<file path="src/rtl/serial_tx_arbiter.sv">
// Two-requester, packet-locked round-robin arbiter in front of the UART TX.
// Holds a grant for a whole packet, spaces packets by a gap, revokes stalls.
module serial_tx_arbiter #(
    parameter int GAP_CYCLES     = 10417,
    parameter int TIMEOUT_CYCLES = 1000000
) (
    input  logic       USER_CLK,
    input  logic       CPU_RESET,
    input  logic [7:0] s0_data,
    input  logic       s0_valid,
    input  logic       s0_last,
    output logic       s0_ready,
    input  logic [7:0] s1_data,
    input  logic       s1_valid,
    input  logic       s1_last,
    output logic       s1_ready,
    output logic [7:0] tx_data,
    output logic       tx_valid,
    input  logic       tx_ready,
    output logic [1:0] grant,
    output logic       busy,
    output logic       timeout_err
);

    localparam int GW = (GAP_CYCLES > 0) ? $clog2(GAP_CYCLES + 1) : 1;
    localparam int TW = $clog2(TIMEOUT_CYCLES + 1);

    localparam logic [GW-1:0] GAP_LOAD = GW'(GAP_CYCLES);
    localparam logic [TW-1:0] STALL_MAX = TW'(TIMEOUT_CYCLES);

    typedef enum logic [1:0] {
        S_IDLE,
        S_PASS,
        S_GAP
    } state_e;

    state_e        state_q, state_d;
    logic          owner_q, owner_d;
    logic          rr_q, rr_d;
    logic [TW-1:0] stall_q, stall_d;
    logic [GW-1:0] gap_q, gap_d;
    logic          tout_q, tout_d;

    logic [7:0] own_data;
    logic       own_valid;
    logic       own_last;
    logic       xfer;

    assign own_data  = owner_q ? s1_data : s0_data;
    assign own_valid = owner_q ? s1_valid : s0_valid;
    assign own_last  = owner_q ? s1_last : s0_last;

    assign timeout_err = tout_q;

    always_ff @(posedge USER_CLK) begin
        if (CPU_RESET) begin
            state_q <= S_IDLE;
            owner_q <= 1'b0;
            rr_q    <= 1'b0;
            stall_q <= '0;
            gap_q   <= '0;
            tout_q  <= 1'b0;
        end else begin
            state_q <= state_d;
            owner_q <= owner_d;
            rr_q    <= rr_d;
            stall_q <= stall_d;
            gap_q   <= gap_d;
            tout_q  <= tout_d;
        end
    end

    always_comb begin
        state_d  = state_q;
        owner_d  = owner_q;
        rr_d     = rr_q;
        stall_d  = stall_q;
        gap_d    = gap_q;
        tout_d   = 1'b0;
        xfer     = 1'b0;
        tx_data  = 8'h00;
        tx_valid = 1'b0;
        s0_ready = 1'b0;
        s1_ready = 1'b0;
        grant    = 2'b00;
        busy     = 1'b0;

        unique case (state_q)
            S_IDLE: begin
                if (s0_valid || s1_valid) begin
                    owner_d = (s0_valid && s1_valid) ? rr_q : s1_valid;
                    stall_d = '0;
                    state_d = S_PASS;
                end
            end

            S_PASS: begin
                busy  = 1'b1;
                grant = owner_q ? 2'b10 : 2'b01;
                if (stall_q == STALL_MAX) begin
                    // Abandon cycle: path is closed so no stray byte slips in.
                    rr_d    = ~owner_q;
                    stall_d = '0;
                    if (GAP_CYCLES == 0) begin
                        state_d = S_IDLE;
                    end else begin
                        gap_d   = GAP_LOAD;
                        state_d = S_GAP;
                    end
                end else begin
                    tx_data  = own_data;
                    tx_valid = own_valid;
                    s0_ready = ~owner_q & tx_ready;
                    s1_ready = owner_q & tx_ready;
                    xfer     = own_valid & tx_ready;
                    if (xfer) begin
                        stall_d = '0;
                        if (own_last) begin
                            rr_d = ~owner_q;
                            if (GAP_CYCLES == 0) begin
                                state_d = S_IDLE;
                            end else begin
                                gap_d   = GAP_LOAD;
                                state_d = S_GAP;
                            end
                        end
                    end else if (!own_valid) begin
                        stall_d = stall_q + TW'(1);
                        tout_d  = (stall_d == STALL_MAX);
                    end
                end
            end

            S_GAP: begin
                busy = 1'b1;
                if (gap_q != '0) begin
                    gap_d = gap_q - GW'(1);
                end
                if (gap_q <= GW'(1)) begin
                    state_d = S_IDLE;
                end
            end

            default: begin
                state_d = S_IDLE;
            end
        endcase
    end

endmodule
</file>
<file path="config.mk">
export PLATFORM = sky130hd
export DESIGN_NAME = serial_tx_arbiter
export DESIGN_NICKNAME = d
export VERILOG_FILES = /design/src/rtl/serial_tx_arbiter.sv
export SDC_FILE = /design/constraint.sdc
export NUM_CORES = 1
export LEC_CHECK = 0
export ABC_AREA = 0
export CORE_MARGIN = 3
export CORE_UTILIZATION = 35
export DETAILED_ROUTE_END_ITERATION = 10
export GPL_ROUTABILITY_DRIVEN = 0
export PLACE_DENSITY = 0.57
export SYNTH_ARGS = -nofsm -noshare
export SYNTH_HDL_FRONTEND = slang
export SYNTH_SLANG_ARGS = --single-unit
export TNS_END_PERCENT = 1
</file>
<file path="constraint.sdc">
create_clock -name USER_CLK -period 2.6 [get_ports USER_CLK]
set_input_delay 0.26 -clock USER_CLK [delete_from_list [all_inputs] [get_ports USER_CLK]]
set_output_delay 0.26 -clock USER_CLK [all_outputs]
set_load 0.01 [all_outputs]
</file>
* After elaboration in Yosys (flattened, before gate mapping)
Index checks and enable logic that the tools add are counted.
Storage, ports and cells: register bits after elaboration 39, latch bits 0, bits in writable memories 0, memory bits (read-only) 0, logic and storage cells 73, memories 0
Operators by class: $add $sub $neg 2, multipliers 0, div/mod/pow operators 0, $lt $le $gt $ge 1, equal/unequal tests 10, shift operators 0, muxes and demuxes 34, bitwise logic cells 5, reductions and logical operators 15
Operator list (count):
- $mux 20 | 4
- $mux 14 | 4
- $eq 20x20->1 const B | 2
- $pmux 20 s2 | 1
- $pmux 14 s2 | 1
- $mux 8 | 3
- $add 20x1->20 const B | 1
- $le 14x1->1 const B | 1
- $mux 2 | 7
- $reduce_bool 14->1 | 1
- $sub 14x1->14 const B | 1
- $mux 1 | 13
- $reduce_and 4->1 | 2
- $reduce_bool 2->1 | 4
- $ne 2x2->1 const B | 3
- $ne 3x3->1 const B | 2
- $pmux 2 s3 | 1
- $reduce_and 3->1 | 2
- $reduce_or 5->1 | 1
- $ne 4x4->1 const B | 1
- $and 1x1->1 | 3
- $eq 2x1->1 const B | 1
- $eq 2x2->1 const B | 1
- $logic_not 2->1 | 1
- 5 further kinds | 6

* Longest topological paths before layout
depth after elaboration 5, mapped depth 10

* Worst setup path before layout
Ideal clock, no wire load.
path kind register to register, start point register stall_q[0], end point register gap_q[0], setup time 0.122 ns, arrival 2.154 ns, slack 0.324 ns, stages on the path, launching flop included 11, path through dfxtp_1 > inv_1 > ha_1 > nor3b_1 > and4_1 > buf_2 > a211oi_2 > buf_2 > buf_2 > o21ai_0 > o311a_1
On the way: cells in the longest elaborated chain, start to end 3, elaborated cells between the ends (all ways) 6, those cells by class eq/ne (3); mux (2); reduce/logical (1)
Ends and longest elaborated chain:
- start, declared | RTL line 40 | logic [TW-1:0] stall_q, stall_d;
- start signal, assigned | RTL line 67 | stall_q <= stall_d;
- $eq 20x20->1 (*) | RTL line 100 | if (stall_q == STALL_MAX) begin
- $ne 3x3->1 (no line) / $mux 14 (equally long branches)
- $reduce_and 4->1 (no line) / $pmux 14 s2 (equally long branches)
- end signal, assigned | RTL line 68 | gap_q <= gap_d;
- end, declared | RTL line 41 | logic [GW-1:0] gap_q, gap_d;
Every way passes the cells marked *; elsewhere a longest branch is shown, timed or not. A chain may end at the register's enable or synchronous reset.

* Worst setup path in the final report
start point register stall_q[9], end point output port tx_data[2]
On the way: cells in the longest elaborated chain, start to end 3
Ends and longest elaborated chain:
- $eq 20x20->1 | RTL line 100
- $mux 8 | RTL line 100
- $mux 8 | RTL line 88 | unique case (state_q)
- end, declared | RTL line 17 | output logic [7:0] tx_data,
Every way passes these cells.

==> metrics <==
status=finished, final reports clean; WP data arrival=2.21 ns; worst hold path class=reg -> reg; syn nets=389; vias per cell=~5.8; first-pass GRT wire length=approximately 13000 µm; vias in the first global route=roughly 2700; Hold Crit Depth=2; Leak=roughly 1.2 nW; Worst-Margin Slew=0.584 ns; grt ovf=0; grt met2 use=0.261; reg2reg path depth=5; Hold EP=gap_q[12]; layout cell share with drive strength beyond 1=0.119; Cell Rows=31; top_reg_cell synth=dfxtp_1; core area=7410 µm²; Area growth, synth to finish=26.8%; Avg Cell Area, Syn=7.63 µm²; total iterations of the first detailed-routing run=5; commonest non-fill, non-tap cells in the layout=dfxtp_1 (38), clkdlybuf4s50_1 (36), nor2_1 (29), inv_1 (26), buf_4 (24); Synth async-reset ratio=0; kind of critical path=reg -> out; highest clock rate=406 MHz; R2R setup slack=around 0.20 ns; worst hold start=gap_q[12]; Die Height=roughly 94 µm; maxcap violations=0; antenna violations before repair=0; overall fraction of global-route tracks in use=0.172; Max Root-Sink Buffers=2; CP Launch Type=flop; ant diodes=0; Clk Latency, worst-skew pair=0.29 ns; met1 GRT Util=0.244; sequential share of the synthesized area=0.286; final setup TNS=0 ns; Synth Warn #=0; WP data required=between 2 and 2.5 ns; Synth Register Bits=39; Clock Sinks=39; Cells after DPL=495; DP HPWL=5560 µm; final wirelength=around 7500 µm; CTS clk-pin slew, worst paths=0.08 ns; R2R Path End=gap_q[11]; commonest non-fill, non-tap cell in the layout=dfxtp_1; I/O Buffers=37; Slew Limit Fails=0; Layout Utilization=0.467; # IOs=38; drt initial violations=190; Slew headroom=0.607; Die X=around 94 µm; worst r2r src=gap_q[2]; part of the cycle the worst path needs=0.948; Final nets=about 430; time the worst path needs with I/O delays and setup=around 2.5 ns; clock tree root buffer cell=clkbuf_8; Worst IR Drop VDD=around 0.18 mV; Clock Skews=0.00594 ns; routing usage on met3=0.0454; CTS Buf Count=5; CP Capture Type=output pin; drt drc=0; postcts setup bufs=0; Starting Density=0.369; Synth cell types=between 50 and 60; Final Hold Viols=0; gr busiest metal=met2; Post-Layout Cell Count=503; Post-synth EDFFs=0; CTS tree=built; cell area after synthesis=between 2000 and 3000 µm²; CP max FO=9; pin count of the biggest net entering global routing=29; die outline area=8900 µm²; Syn Inst Count=roughly 360; Power Density=approximately 500 nW/µm²; Post-DRT Antenna Nets=0; CTS H-tree lvls=2; drt wl/cell=14.8 µm; Via Count=slightly below 3000; Setup Viol. Count Final=0
[what timing repair did]
action                     in CTS  in global routing
setup endpoints to repair       1                 12
cloned                          0                  0
hold buffers                    0                  0
gates resized for setup         1                  7
[worst max-delay path: stages, from the launching register on]
cell             delay (ns)
dfxtp_1                0.47
nand2b_4               0.09
or4_4                  0.51
nor2_1                 0.13
buf_4                  0.17
nor2_1                 0.06
clkdlybuf4s50_1        0.48
[how the worst max path moves through the flow]
| stage | startpoint | to | slack (ns) |
|---|---|---|---|
| after floorplan | stall_q[0] | gap_q[0] | 0.32 |
| after CTS | stall_q[12] | s0_ready | 0.01 |
| after detailed placement | stall_q[1] | timeout_err | 0.20 |
| after global routing | stall_q[0] | timeout_err | -0.04 |
| after global placement | stall_q[12] | gap_q[11] | 0.23 |
| final | stall_q[9] | tx_data[2] | 0.13 |
[report_power, final]
part           switching, mW  internal [mW]
Sequential            0.0503          0.647
Combinational          0.306          0.286
Clock                  0.234          0.242
Total                  0.590           1.18
[kinds of logic (layout without fill, tap and decap cells)]
kind of cell	Yosys count	after routing	synth area share
AOI/OAI and AO/OA	109	109	0.268
xor gates and xnor gates	12	12	0.0385
adders and majority gates	8	8	0.0366
buffers and inverters	50	96	0.0710
DFF	39	39	0.286
muxes	2	2	0.00733
and+or+nand+nor	138	138	0.292
[per-layer routing]
layer | share of wire | wire length [µm]
met1 | 0.49 | 3700
met2 | 0.43 | 3230
met3 | 0.064 | 476
met4 | 0.0094 | 70
met5 | 0 | 0
[cells in the mapped netlist, drive strengths merged, types with 2 or more instances]
| cell type | count | area [µm²] |
|---|---|---|
| dfxtp | 39 | 781 |
| nor2 | 30 | 113 |
| inv | 26 | 97.6 |
| o21ai | 23 | 115 |
| clkbuf | 19 | 71.3 |
| a21oi | 18 | 90.1 |
| or4 | 15 | 120 |
| nand3 | 13 | 65.1 |
| o211ai | 13 | 97.6 |
| nand2 | 12 | 45.0 |
| nor3 | 12 | 60.1 |
| xnor2 | 10 | 87.6 |
| a22oi | 9 | 67.6 |
| a31oi | 9 | 56.3 |
| o31ai | 9 | 67.6 |
| ha | 8 | 100 |
| nand4 | 8 | 50.1 |
| nor4 | 8 | 56.3 |
| and3 | 7 | 43.8 |
| nand2b | 6 | 37.5 |
| o22ai | 6 | 37.5 |
| and2 | 5 | 31.3 |
| and4 | 5 | 43.8 |
| buf | 5 | 25.0 |
| or3 | 4 | 25.0 |
| a211oi | 3 | 27.5 |
| nand4b | 3 | 26.3 |
| o221ai | 3 | 26.3 |
| or2 | 3 | 18.8 |
| a2111oi | 2 | 23.8 |
| a311oi | 2 | 17.5 |
| mux2i | 2 | 20.0 |
| nor3b | 2 | 15.0 |
| o21a | 2 | 15.0 |
| o41ai | 2 | 17.5 |
| or4b | 2 | 20.0 |
| xor2 | 2 | 17.5 |
[stage by stage]
stage               cell area [µm²]  power (mW)  hold slack [ns]  setup WS [ns]
floorplan                      2730        1.08            0.432          0.324
global placement               3330        1.30            0.468          0.226
detailed placement             3330        1.30            0.468          0.198
CTS                            3440        1.78            0.482         0.0101
global route                   3460        1.88            0.501        -0.0355
finish                         3460        1.77            0.488          0.135
[layout make-up]
class,count,area [µm²]
multi-input combinational,269,1780
timing repair buffer,62,573
tap,99,124
fill,727,3950
clock buffer,7,96.3
sequential,39,782
inverter,26,97.6
clock inverter,1,7.51
[state kept, by name, indices dropped and copies added (netlist names)]
signal and count:
timeout_err 1, rr_q 1, state_q 2, gap_q 14, owner_q 1, stall_q 20
(Power assumes the default switching activity.)
